==> config.mk <==
export PLATFORM = sky130hd
export DESIGN_NAME = alu_issue_ctrl
export DESIGN_NICKNAME = d
export VERILOG_FILES = /design/src/rtl/alu_issue_pkg.sv /design/src/rtl/alu_issue_regfile.sv /design/src/rtl/alu_issue_ctrl.sv
export SDC_FILE = /design/constraint.sdc
export NUM_CORES = 1
export LEC_CHECK = 0
export ABC_AREA = 1
export BUFFER_PORTS_ARGS = -buffer_cell sky130_fd_sc_hd__buf_4
export CORE_ASPECT_RATIO = 0.5
export CORE_UTILIZATION = 45
export DETAILED_ROUTE_END_ITERATION = 16
export PLACE_DENSITY = 0.67
export SYNTH_ARGS = -nofsm -noshare
export SYNTH_HDL_FRONTEND = slang
export SYNTH_SLANG_ARGS = --single-unit
export TNS_END_PERCENT = 1
==> constraint.sdc <==
create_clock -name clk -period 4.6 [get_ports clk]
set_input_delay 0.46 -clock clk [delete_from_list [all_inputs] [get_ports clk]]
set_output_delay 0.46 -clock clk [all_outputs]
set_load 0.05 [all_outputs]
==> src/rtl/alu_issue_pkg.sv <==
// Shared types and encodings for the ALU issue/writeback stage.
package alu_issue_pkg;

    typedef enum logic [1:0] {
        IDLE = 2'd0,
        EXEC = 2'd1,
        WB   = 2'd2
    } state_t;

    localparam int  SEL_W      = 4;
    localparam logic MODE_ARITH = 1'b0;
    localparam logic MODE_LOGIC = 1'b1;

endpackage

==> src/rtl/alu_issue_regfile.sv <==
// Operand register file: two operand read ports, one host read port, host and writeback write ports.
// Combinational reads; writes land on the clock edge, with writeback beating host on the same register.
module alu_issue_regfile #(
    parameter int WIDTH  = 16,
    parameter int NREGS  = 4,
    parameter int ADDR_W = 2
) (
    input  logic              clk,
    input  logic              rst,
    input  logic [ADDR_W-1:0] ra_addr,
    output logic [WIDTH-1:0]  ra_data,
    input  logic [ADDR_W-1:0] rb_addr,
    output logic [WIDTH-1:0]  rb_data,
    input  logic [ADDR_W-1:0] rd_addr,
    output logic [WIDTH-1:0]  rd_data,
    input  logic              wr_en,
    input  logic [ADDR_W-1:0] wr_addr,
    input  logic [WIDTH-1:0]  wr_data,
    input  logic              wb_en,
    input  logic [ADDR_W-1:0] wb_addr,
    input  logic [WIDTH-1:0]  wb_data
);

    logic [WIDTH-1:0] regs [NREGS];

    assign ra_data = regs[ra_addr];
    assign rb_data = regs[rb_addr];
    assign rd_data = regs[rd_addr];

    always_ff @(posedge clk or posedge rst) begin
        if (rst) begin
            for (int i = 0; i < NREGS; i++) begin
                regs[i] <= '0;
            end
        end else begin
            for (int i = 0; i < NREGS; i++) begin
                if (wb_en && wb_addr == ADDR_W'(i)) begin
                    regs[i] <= wb_data;
                end else if (wr_en && wr_addr == ADDR_W'(i)) begin
                    regs[i] <= wr_data;
                end
            end
        end
    end

endmodule

==> src/rtl/alu_issue_ctrl.sv <==
// Issues register-file operands to a combinational ALU and writes the result back; accept-to-writeback is 2 edges.
// One command per 3 cycles: cmd_ready is high only in IDLE and never depends on cmd_valid.
module alu_issue_ctrl
    import alu_issue_pkg::*;
#(
    parameter int WIDTH  = 16,
    parameter int NREGS  = 4,
    parameter int ADDR_W = 2
) (
    input  logic              clk,
    input  logic              rst,
    input  logic              cmd_valid,
    output logic              cmd_ready,
    input  logic [SEL_W-1:0]  cmd_select,
    input  logic              cmd_mode,
    input  logic              cmd_use_c,
    input  logic [ADDR_W-1:0] cmd_srca,
    input  logic [ADDR_W-1:0] cmd_srcb,
    input  logic [ADDR_W-1:0] cmd_dst,
    input  logic              wr_en,
    input  logic [ADDR_W-1:0] wr_addr,
    input  logic [WIDTH-1:0]  wr_data,
    input  logic [ADDR_W-1:0] rd_addr,
    output logic [WIDTH-1:0]  rd_data,
    output logic [WIDTH-1:0]  alu_a,
    output logic [WIDTH-1:0]  alu_b,
    output logic [SEL_W-1:0]  alu_select,
    output logic              alu_mode,
    output logic              alu_carry_in,
    input  logic [WIDTH-1:0]  alu_result,
    input  logic              alu_carry,
    input  logic              alu_compare,
    output logic              res_valid,
    output logic [WIDTH-1:0]  res_data,
    output logic [ADDR_W-1:0] res_dst,
    output logic              flag_c,
    output logic              flag_z,
    output logic              flag_eq
);

    state_t            state;
    logic [ADDR_W-1:0] dst_q;
    logic [WIDTH-1:0]  ra_data;
    logic [WIDTH-1:0]  rb_data;
    logic              wb_en;

    assign wb_en = (state == WB);

    alu_issue_regfile #(
        .WIDTH  (WIDTH),
        .NREGS  (NREGS),
        .ADDR_W (ADDR_W)
    ) u_regfile (
        .clk     (clk),
        .rst     (rst),
        .ra_addr (cmd_srca),
        .ra_data (ra_data),
        .rb_addr (cmd_srcb),
        .rb_data (rb_data),
        .rd_addr (rd_addr),
        .rd_data (rd_data),
        .wr_en   (wr_en),
        .wr_addr (wr_addr),
        .wr_data (wr_data),
        .wb_en   (wb_en),
        .wb_addr (dst_q),
        .wb_data (alu_result)
    );

    // Operands are captured at acceptance, so later host writes to sources cannot disturb the ALU.
    always_ff @(posedge clk or posedge rst) begin
        if (rst) begin
            state        <= IDLE;
            cmd_ready    <= 1'b1;
            alu_a        <= '0;
            alu_b        <= '0;
            alu_select   <= '0;
            alu_mode     <= 1'b0;
            alu_carry_in <= 1'b0;
            dst_q        <= '0;
            res_valid    <= 1'b0;
            res_data     <= '0;
            res_dst      <= '0;
            flag_c       <= 1'b0;
            flag_z       <= 1'b0;
            flag_eq      <= 1'b0;
        end else begin
            res_valid <= 1'b0;
            case (state)
                IDLE: begin
                    if (cmd_valid) begin
                        alu_a        <= ra_data;
                        alu_b        <= rb_data;
                        alu_select   <= cmd_select;
                        alu_mode     <= cmd_mode;
                        alu_carry_in <= cmd_use_c & flag_c;
                        dst_q        <= cmd_dst;
                        cmd_ready    <= 1'b0;
                        state        <= EXEC;
                    end
                end
                EXEC: begin
                    state <= WB;
                end
                WB: begin
                    flag_c    <= alu_carry;
                    flag_z    <= (alu_result == '0);
                    flag_eq   <= alu_compare;
                    res_data  <= alu_result;
                    res_dst   <= dst_q;
                    res_valid <= 1'b1;
                    cmd_ready <= 1'b1;
                    state     <= IDLE;
                end
                default: begin
                    cmd_ready <= 1'b1;
                    state     <= IDLE;
                end
            endcase
        end
    end

endmodule

# --- Yosys cells after proc, flatten, opt, wreduce, memory -nomap -nowiden ---
# Cells that the tools add are included.
totals:
  wordCells: 75
  inputBits: 54
  reg_bits: 129
  out_inout_bits: 77
op_classes:
  n_eq_ne: 9
  n_reduce_logical: 18
  muxes: 22
  n_lt_le_gt_ge: 3
  bitwise: 5
op_table:
  columns: ["cell", "count"]
  rows:
  - ["16-bit 2-to-1 mux", 14]
  - ["16-bit binary-select mux with 2-bit select", 3]
  - ["16-bit logical NOT", 1]
  - ["2-bit equality test, second input constant", 5]
  - ["3-bit >= comparator, second input constant", 3]
  - ["2-bit inverter with 3-bit output", 3]
  - ["1-bit logical AND", 8]
  - ["2-bit nonzero test", 4]
  - ["2-bit by 1-bit equality test with 1-bit output, second input constant", 3]
  - ["2-bit logical NOT", 3]
  - ["2-bit case mux with 2 select lines", 1]
  - ["2-bit AND reduction", 2]
  - ["1-bit 2-to-1 mux", 2]
  - ["2-bit 2-to-1 mux", 1]
  - ["2-bit inequality test, second input constant", 1]
  - ["1-bit case mux with 2 select lines", 1]
  - ["1-bit AND", 1]
  - ["1-bit inverter", 1]

# --- Longest topological paths before layout ---
# Gate-level depths: netlist of run 1.
depth:
  word_depth: 4
  ltp_mapped: 8
  ltp_nobuf: 7

# --- By module ---
# Synthesis of run 1 repeated with hierarchy kept, for this count alone.
unflattened:
  hier_cells: 1014
  area_unflattened_um2: 7247.0
modules_own_cells:
  columns: ["mod", "cells_per_inst", "area_each_um2", "seq_area_each_um2", "n_inst"]
  rows:
  - ["alu_issue_regfile", 735, 4767.1, 1601.5, 1]
  - ["alu_issue_ctrl", 279, 2479.9, 1627.8, 1]

# --- Worst setup path before layout of run 1 ---
# No wires, ideal clock.
synth_timing:
  path_type: "input-to-output"
  from: "input rd_addr[0]"
  to: "output rd_data[15]"
  cell_stages: 4
  slack_ns: 2.655
  arrival_ns: 1.485
  n_path_buf: 2
  t_required_ns: 4.140
  cell_sequence: "clkbuf_1 -> clkbuf_1 -> o211ai_1 -> nand2_1"
synth_between:
  elab_chain_cells: 4
synth_rtl:
  columns: ["element", "line_no", "text"]
  rows:
  - ["start: declaration", "alu_issue_ctrl.sv:23", "input logic [ADDR_W-1:0] rd_addr,"]
  - ["2-bit inverter with 3-bit output (implied by the code)", "alu_issue_regfile.sv:28", "assign rd_data = regs[rd_addr];"]
  - ["16-bit binary-select mux with 2-bit select", "alu_issue_regfile.sv:28", null]
  - ["16-bit 2-to-1 mux (implied by the code) (2 in a row)", "alu_issue_regfile.sv:28", null]
  - ["end: declaration", "alu_issue_ctrl.sv:24", "output logic [WIDTH-1:0] rd_data,"]
# Every way passes these cells. The select of a mux whose other input is x is not followed.

# --- Worst setup path in the final report of run 1 ---
layout_timing:
  from: "register dst_q[0]"
  to: "register u_regfile.regs[55] (netlist name)"
layout_between:
  elab_chain_cells: 3
  word_cells_on_any_way: 4
  classes_between: "mux: 1; reduce/logical: 3"
layout_rtl:
  columns: ["element", "line_no", "text"]
  rows:
  - ["start: declaration", "alu_issue_ctrl.sv:42", "logic [ADDR_W-1:0] dst_q;"]
  - ["start signal: assignment", "alu_issue_ctrl.sv:97", "dst_q <= cmd_dst;"]
  - ["2-bit logical NOT (*)", "alu_issue_regfile.sv:37", "if (wb_en && wb_addr == ADDR_W'(i)) begin"]
  - ["1-bit logical AND (*)", "alu_issue_regfile.sv:37", null]
  - ["16-bit 2-to-1 mux or 2-bit nonzero test (tied branches)", null, null]
  - ["end signal: indexed assignment", "alu_issue_regfile.sv:38", "regs[i] <= wb_data;"]
  - ["end signal: indexed assignment", "alu_issue_regfile.sv:40", "regs[i] <= wr_data;"]
  - ["end: declaration", "alu_issue_regfile.sv:24", "logic [WIDTH-1:0] regs [NREGS];"]
# Every way passes the cells marked *; elsewhere a longest branch is shown, timed or not.
# A chain may end at the register's enable or synchronous reset.

==> results.sh, run 1 <==
export IMPL_worstSetupStartpointType="flip-flop"
export IMPL_post_place_ws_ns=2.15
export IMPL_vias=7832
export IMPL_cp_cell_sequence="nor2_2 > nand2_1 > nand3_1 > nand3_1"
export IMPL_synth_compound_area_frac=0.0582
export IMPL_timing_fmax_mhz=396
export IMPL_period_share=0.550
export IMPL_clk_latency_ns=0.43
export IMPL_synth_common_cells="nand2_1 (478), nand3_1 (218), dfrtp_1 (128)"
export IMPL_cts_tree="built"
export IMPL_synthDistinctLibCells=19
export IMPL_min_path_type="in2async"
export IMPL_wl_per_cell_um=17.8
export IMPL_p_switching_mw=2.49
export IMPL_synth_area_sq_mm=0.00736
export IMPL_synth_async_sr_flop_share=1.00
export IMPL_critPathBufInv=0
export IMPL_synth_top_family_by_area="simple AND/OR/NAND/NOR gates"
export IMPL_tightest_slew_ns=1.40
export IMPL_grt_pass1_vias=6869
export IMPL_synthCells=1104
export IMPL_grt_overflow=0
export IMPL_io_buffer_count=130
export IMPL_dp_hpwl_um=17500
export IMPL_ys_seq_area_frac=0.439
export IMPL_cp_max_fo=33
export IMPL_cts_buffer_depth=2
export IMPL_antenna_found_initial=0
export IMPL_period_needed_ns=2.53
export IMPL_gp_congestion=0.910
export IMPL_yosys_warnings=0
export IMPL_yosys_area_share_simple=0.413
export IMPL_cp_data_arrival_time_ns=2.83
export IMPL_final_setup_worst_slack_ns=2.07
export IMPL_slew_headroom=0.0622
export IMPL_finalClockSkew_ns=0.0101
export IMPL_dieArea_sq_mm=0.0169
export IMPL_clkPwrFrac=0.247
export IMPL_area_delta_synth_final_pct=21.7
export IMPL_rrSetupSlack_ns=2.07
export IMPL_drt_pass1_iterations=6
export IMPL_vdd_drop_max_mv=0.377
export IMPL_ys_ff_latch=129
export IMPL_fin_nets=1247
export IMPL_slew_viol_final=0
export IMPL_p_int_mw=2.95
export IMPL_cp_required_ns=4.90
export IMPL_synth_adder_area_share=0
export IMPL_grt_first_pass_wirelength_um=39600
export IMPL_setup_tns_final_ns=0
export IMPL_slowest_stage="nand2_1"
export IMPL_cts_resized=0
export IMPL_setup_viol=0
export IMPL_cts_sinks=129
export IMPL_n_antenna_cell=0
export IMPL_h_tree_depth=4
export IMPL_hold_slack_ns=0.137
export IMPL_initial_core_util=0.469
export IMPL_cp_common_cell="nand3_1"
export IMPL_fp_row_count=32
export IMPL_final_hold_violation_count=0
export IMPL_core_sq_mm=0.0157
export IMPL_p_sw_frac=0.458
export IMPL_drt_iter0_drc=963
export IMPL_cts_buffers=17
export IMPL_p_leak_nw=4.95
export IMPL_cp_slowest_stage_delay_ns=0.86
export IMPL_cts_hold_buf=0
export IMPL_cts_root_buffer="clkbuf_16"
export IMPL_drc_errors=0
export IMPL_maxCapViolCount=0
export IMPL_status="finished, final reports clean"
export IMPL_combPwrFrac=0.412
export IMPL_syn_avg_cell_area_sq_um=6.66
export IMPL_critPathTopFamily="simple AND/OR/NAND/NOR gates"
export IMPL_cp_end_kind="flip-flop"
export IMPL_pin_count=131
export IMPL_grt_total_usage=0.309
export IMPL_p_seq_frac=0.341
export IMPL_yosysTopAreaCell="dfrtp_1"
export IMPL_grt_max_degree=65
export IMPL_synth_top_area_share=0.435
export IMPL_synth_edf_count=0
export IMPL_synth_area_top_cells="dfrtp_1 (44%), nand2_1 (24%), nand3_1 (15%), inv_1 (5.1%), o21ai_0 (3.0%)"
export IMPL_wirelength_um=25400
export IMPL_ant_nets=0
export IMPL_syn_nets=1158
export IMPL_synth_xor_xnor_area_share=0
export IMPL_post_synth_top_count_cell="nand2_1"
export IMPL_die_x_um=183
export IMPL_clk_pin_slew_ns=0.06
export IMPL_rsz0062_at_grt="no"
export IMPL_drive_gt1_frac=0.146
export IMPL_viasPerCell=5.49
export IMPL_post_cts_setup_buffers=0
export IMPL_powerDensity_mw_per_mm2=608
export IMPL_die_h_um=92.4
export IMPL_synthMuxAreaShare=0
export IMPL_worstSetupPathType="reg2reg"
export IMPL_yosys_most_used_dff="dfrtp_1"
power groups by stage:
| stage | clock network (mW) | logic [mW] | registers [mW] |
|---|---|---|---|
| after global routing | 1.40 | 2.42 | 1.89 |
| after floorplan | 0 | 0.944 | 2.35 |
| after detailed placement | 0 | 2.22 | 1.85 |
| after global placement | 0 | 2.18 | 1.85 |
| after CTS | 1.35 | 2.23 | 1.84 |
| final | 1.35 | 2.24 | 1.86 |
path summary, 6_finish.rpt:
kind,startpoint,endpoint,cells after the start
hold / removal,rst,alu_b[14]$_DFFE_PP0P_,2
min in group clk,alu_carry,flag_c$_DFFE_PP0N_,3
hold reg to reg,alu_b[0]$_DFFE_PP0P_,alu_b[0]$_DFFE_PP0P_,2
max in group asynchronous,rst,u_regfile.regs[1]$_DFFE_PP0P_,3
setup / recovery,dst_q[0]$_DFFE_PP0P_,u_regfile.regs[55]$_DFFE_PP0P_,4
setup reg to reg,dst_q[0]$_DFFE_PP0P_,u_regfile.regs[55]$_DFFE_PP0P_,4
kinds of logic (layout without fill, tap and decap cells):
logic type | Yosys count | after routing
AO/OA/AOI/OAI | 77 | 77
buffers and inverters | 169 | 271
flip-flops | 129 | 129
AND/OR/NAND/NOR | 729 | 729
placed cells by master (no fill, tap or decap), types with 2 or more instances in the layout:
cell	count
nand2_1	478
nand3_1	218
buf_4	135
dfrtp_1	128
inv_1	99
o21ai_0	44
nor2_1	25
clkbuf_16	17
a21oi_1	16
o211ai_1	16
inv_2	4
clkbuf_1	3
clkinv_4	3
inv_6	3
clkinv_2	3
nor2_4	2
nor2_2	2
nand3b_1	2
bufinv_16	2
sequential cells by signal, summed over array words and instances, names as in the netlist:
| name | count |
|---|---|
| cmd_ready | 1 |
| dst_q | 2 |
| u_regfile.regs | 64 |
| alu_b | 16 |
| state | 2 |
| res_dst | 2 |
| res_data | 16 |
| alu_carry_in | 1 |
| alu_a | 16 |
| flag_eq | 1 |
| flag_z | 1 |
| res_valid | 1 |
| flag_c | 1 |
| alu_select | 4 |
| alu_mode | 1 |
routing by layer:
metal  wire, um  global-route usage
met1      11900               0.479
met2       9600               0.400
met4        224              0.0625
met5          0                   0
met3       3660               0.112
through the flow:
stage	area, sq um	cells	utilization	total power [mW]
CTS	8950	1427	0.570	5.42
detailed placement	8380	1395	0.534	4.07
global route	8950	1427	0.570	5.71
global placement	8380	1395	0.534	4.03
floorplan	7360	1104	-	3.29
finish	8950	1427	0.570	5.44
area by class of cell:
cell class | count | area (sq um)
sequential | 129 | 3230
fill | 1547 | 6740
inverter | 104 | 393
tap | 221 | 277
clock inverter | 12 | 135
timing repair buffer | 135 | 1010
clock buffer | 20 | 437
multi-input combinational | 806 | 3470
worst reg2reg max path: stages, from the launching register on:
cell and delay [ns]:
dfrtp_1 0.42, nor2_2 0.64, nand2_1 0.86, nand3_1 0.36, nand3_1 0.11
(Power assumes the default switching activity.)
==> run 2, diff against run 1 <==
- clock period: 4.6 -> 2.5 ns (I/O delays scaled with it)
==> results.sh, run 2 (synthesized netlist as in run 1, its figures left out) <==
export IMPL_setup_viol=0
export IMPL_setup_tns_final_ns=0
export IMPL_largest_register="u_regfile.regs"
export IMPL_period_needed_ns=1.86
export IMPL_worstSetupStartpointType="flip-flop"
export IMPL_grt_pass1_vias=7010
export IMPL_h_tree_depth=4
export IMPL_status="finished, final reports clean"
export IMPL_cts_tree="built"
export IMPL_cts_buffers=17
export IMPL_viasPerCell=5.38
export IMPL_gp_congestion=0.910
export IMPL_clk_latency_ns=0.42
export IMPL_rsz0062_at_grt="no"
export IMPL_cts_hold_buf=1
export IMPL_post_cts_setup_buffers=0
export IMPL_largest_reg_flops=64
export IMPL_drt_pass1_iterations=5
export IMPL_core_sq_mm=0.0157
export IMPL_hold_slack_ns=0.0269
export IMPL_cts_root_buffer="clkbuf_16"
export IMPL_slew_viol_final=0
export IMPL_grt_max_degree=65
export IMPL_pin_count=131
export IMPL_die_x_um=183
export IMPL_die_h_um=92.4
export IMPL_layout_commonest_cell="nand2_1"
export IMPL_cp_end_kind="flip-flop"
export IMPL_p_leak_nw=5.06
export IMPL_dp_hpwl_um=18000
export IMPL_tightest_slew_ns=1.18
export IMPL_drt_iter0_drc=840
export IMPL_cts_resized=0
export IMPL_cp_data_arrival_time_ns=2.21
export IMPL_total_power_mw=10.1
export IMPL_cp_max_fo=12
export IMPL_vdd_drop_max_mv=0.617
export IMPL_cts_sinks=129
export IMPL_rrSetupSlack_ns=0.64
export IMPL_fp_row_count=32
export IMPL_maxCapViolCount=0
export IMPL_final_setup_worst_slack_ns=0.637
export IMPL_fin_nets=1266
export IMPL_cp_required_ns=2.85
export IMPL_dieArea_sq_mm=0.0169
export IMPL_n_antenna_cell=0
export IMPL_grt_overflow=0
export IMPL_most_common_layout_cells="nand2_1 (478), nand3_1 (218), buf_4 (150), dfrtp_1 (128), inv_1 (99)"
export IMPL_period_share=0.745
export IMPL_powerDensity_mw_per_mm2=1100
export IMPL_ant_nets=0
export IMPL_drc_errors=0
export IMPL_finalClockSkew_ns=0.00832
export IMPL_drive_gt1_frac=0.161
export IMPL_initial_core_util=0.469
export IMPL_vias=7784
export IMPL_grt_first_pass_wirelength_um=40000
export IMPL_min_path_type="in2reg"
export IMPL_wirelength_um=25200
export IMPL_wl_per_cell_um=17.4
export IMPL_grt_total_usage=0.311
export IMPL_io_buffer_count=130
export IMPL_worstSetupPathType="reg2reg"
export IMPL_clk_pin_slew_ns=0.06
export IMPL_timing_fmax_mhz=537
export IMPL_final_util=0.583
export IMPL_antenna_found_initial=0
export IMPL_area_delta_synth_final_pct=24.5
export IMPL_post_place_ws_ns=0.680
export IMPL_slew_headroom=0.212
export IMPL_cts_buffer_depth=2
export IMPL_final_hold_violation_count=0
-- run 2: cell count changes in the layout (fill, tap and decap cells not counted), sizes merged, moves of 2 or more --
cell / delta
clkinv: -3
inv: +5
clkbuf: -3
clkinvlp: +2
buf: +18
-- run 2: stage by stage --
stage / area, sq um / std cells
2_1_floorplan: 7360 / 1104
3_3_place_gp: 8560 / 1413
3_5_place_dp: 8560 / 1413
4_1_cts: 9160 / 1446
5_1_grt: 9160 / 1446
6_report: 9160 / 1446
-- run 2: critical path, stage by stage (launching register included) --
cell     delay (ns)
dfrtp_1        0.42
inv_2          0.07
nand2_1        0.14
nor2_4         0.04
nor2_1         0.88
nand2_1        0.11
nand3_1        0.13
-- run 2: power breakdown --
part           leakage (nW)  internal [mW]  switching [mW]  total [mW]
logic                  3.18           1.22            2.95        4.17
registers              1.60           2.78           0.631        3.41
clock network         0.286           1.42            1.08        2.50
total                  5.06           5.42            4.67        10.1
-- run 2: layout make-up --
type,count,area (sq um)
multi-input cells,806,3470
flip-flops and latches,129,3230
repair buffers,154,1200
fillers,1562,6540
clock inverters,15,165
clock buffers,17,425
inverters,104,394
well taps,221,277
-- run 2: worst paths after layout --
path                                           start                              to  cells after the start
worst max register to register  state[0]$_DFFE_PP0P_  u_regfile.regs[13]$_DFFE_PP0P_                      6
worst max-delay path            state[0]$_DFFE_PP0P_  u_regfile.regs[13]$_DFFE_PP0P_                      6
min in group asynchronous                        rst       alu_select[2]$_DFFE_PP0P_                      3
worst min register to register  alu_b[2]$_DFFE_PP0P_            alu_b[2]$_DFFE_PP0P_                      2
max in group asynchronous                        rst  u_regfile.regs[26]$_DFFE_PP0P_                      4
worst min-delay path                     alu_compare             flag_eq$_DFFE_PP0N_                      3
-- run 2: metal layers --
layer / GRT usage / wire (um)
met5: 0 / 0
met4: 0.0611 / 212
met3: 0.0904 / 2970
met2: 0.400 / 9490
met1: 0.498 / 12500
==> run 3, diff against run 2 <==
- PLACE_DENSITY: 0.67 -> 0.69
- clock period: 2.5 -> 1.6 ns (I/O delays scaled with it)
==> results.sh, run 3 (synthesized netlist as in run 1, its figures left out) <==
export IMPL_status="finished, final reports clean"
export IMPL_tightest_slew_ns=0.469
export IMPL_period_share=0.972
export IMPL_cp_cell_sequence="inv_2 > nand2_1 > o211ai_1 > nand2_1 > buf_4"
export IMPL_cp_data_arrival_time_ns=1.39
export IMPL_worstSetupStartpointType="flip-flop"
export IMPL_area_delta_synth_final_pct=31.4
export IMPL_gp_congestion=0.912
export IMPL_grt_total_usage=0.313
export IMPL_layout_commonest_cell="nand2_1"
export IMPL_wl_per_cell_um=17.0
export IMPL_final_util=0.616
export IMPL_h_tree_depth=4
export IMPL_design_area_sq_mm=0.00967
export IMPL_die_h_um=92.4
export IMPL_die_x_um=183
export IMPL_drt_pass1_iterations=7
export IMPL_core_sq_mm=0.0157
export IMPL_cts_sinks=129
export IMPL_powerDensity_mw_per_mm2=1690
export IMPL_clk_latency_ns=0.43
export IMPL_cts_buffers=17
export IMPL_cp_end_kind="output pin"
export IMPL_finalClockSkew_ns=0.0114
export IMPL_setup_viol=0
export IMPL_io_buffer_count=130
export IMPL_wirelength_um=25400
export IMPL_clk_pin_slew_ns=0.06
export IMPL_n_antenna_cell=0
export IMPL_cp_required_ns=1.44
export IMPL_initial_core_util=0.469
export IMPL_worstSetupPathType="reg2out"
export IMPL_viasPerCell=5.31
export IMPL_slowest_stage="dfrtp_1"
export IMPL_drc_errors=0
export IMPL_instances_no_fill=1490
export IMPL_vias=7907
export IMPL_p_leak_nw=5.29
export IMPL_final_hold_violation_count=0
export IMPL_drive_gt1_frac=0.184
export IMPL_maxCapViolCount=0
export IMPL_timing_fmax_mhz=643
export IMPL_dp_hpwl_um=17900
export IMPL_slew_headroom=0.687
export IMPL_pin_count=131
export IMPL_final_setup_worst_slack_ns=0.0454
export IMPL_cts_tree="built"
export IMPL_dpl_cell_count=1428
export IMPL_min_path_type="in2reg"
export IMPL_total_power_mw=16.4
export IMPL_cts_buffer_depth=2
export IMPL_nFillCells=1424
export IMPL_cts_root_buffer="clkbuf_16"
export IMPL_antenna_found_initial=0
export IMPL_period_needed_ns=1.55
export IMPL_hold_slack_ns=0.00719
export IMPL_rsz0062_at_grt="yes"
export IMPL_grt_first_pass_wirelength_um=40100
export IMPL_placed_area_sq_mm=0.00869
export IMPL_fp_row_count=32
export IMPL_post_place_ws_ns=0.185
export IMPL_drt_iter0_drc=723
export IMPL_cp_slowest_stage_delay_ns=0.44
export IMPL_setup_tns_final_ns=0
export IMPL_grt_pass1_vias=7229
export IMPL_slew_viol_final=0
export IMPL_cp_common_cell="nand2_1"
export IMPL_vdd_drop_max_mv=1.15
export IMPL_most_common_layout_cells="nand2_1 (478), nand3_1 (218), buf_4 (159), dfrtp_1 (127), inv_1 (82)"
export IMPL_ant_nets=0
export IMPL_grt_overflow=0
export IMPL_largest_register="u_regfile.regs"
export IMPL_grt_max_degree=69
export IMPL_cp_max_fo=3
export IMPL_largest_reg_flops=64
export IMPL_fin_nets=1310
export IMPL_dieArea_sq_mm=0.0169
[run 3: changes by cell type in the layout (fill, tap and decap cells not counted), moves of 2 or more]
cell / change
buf_12: +2
buf_4: +9
buf_6: +6
bufinv_16: +3
clkinvlp_4: -2
dlygate4sd3_1: +27
inv_1: -17
inv_2: +17
inv_6: +2
inv_8: -3
[run 3: where the power goes]
part           switching, mW  total [mW]  internal (mW)  leakage (nW)
Clock                   1.66        4.37           2.71         0.322
Combinational           4.62        6.67           2.05          3.37
Sequential              1.01        5.35           4.34          1.60
[run 3: worst paths after layout]
check / startpoint / endpoint / slack (ns) / cells after the start
worst max-delay path: u_regfile.regs[8]$_DFFE_PP0P_ / rd_data[8] / 0.05 / 5
worst min-delay path: wr_data[6] / u_regfile.regs[22]$_DFFE_PP0P_ / 0.007 / 3
worst max register to register: state[0]$_DFFE_PP0P_ / u_regfile.regs[3]$_DFFE_PP0P_ / 0.14 / 7
worst min register to register: alu_a[0]$_DFFE_PP0P_ / alu_a[0]$_DFFE_PP0P_ / 0.48 / 2
max in group asynchronous: rst / alu_a[3]$_DFFE_PP0P_ / 0.72 / 4
min in group asynchronous: rst / u_regfile.regs[61]$_DFFE_PP0P_ / 0.44 / 4
[run 3: per-layer routing]
metal / routed length (um) / global-route usage
met1: 12300 / 0.487
met3: 3000 / 0.0920
met5: 0 / 0
met4: 357 / 0.0806
met2: 9710 / 0.411
[run 3: final cells by class]
| type | instances | area, sq um | area share |
|---|---|---|---|
| clock buffer | 18 | 439 | 0.0454 |
| multi-input combinational | 806 | 3470 | 0.359 |
| clock inverter | 14 | 215 | 0.0223 |
| sequential | 129 | 3230 | 0.334 |
| tap | 221 | 277 | 0.0286 |
| timing repair buffer | 198 | 1640 | 0.170 |
| inverter | 104 | 394 | 0.0408 |
[run 3: critical path, delay by kind of cell, from the launching register on]
kind	cells	cell delay [ns]
flops	1	0.44
buf+inv	2	0.30
simple gates	2	0.15
compound gates	1	0.08
[run 3: what timing repair did]
| item | CTS | global route |
|---|---|---|
| endpoints found under the hold margin | 137 | 0 |
| pin swaps | 0 | 1 |
| gates resized for setup | 2 | 24 |
| setup buffers | 0 | 2 |
| hold buffers | 28 | 0 |
| setup endpoints to repair | 1 | 12 |
| cloned | 0 | 0 |
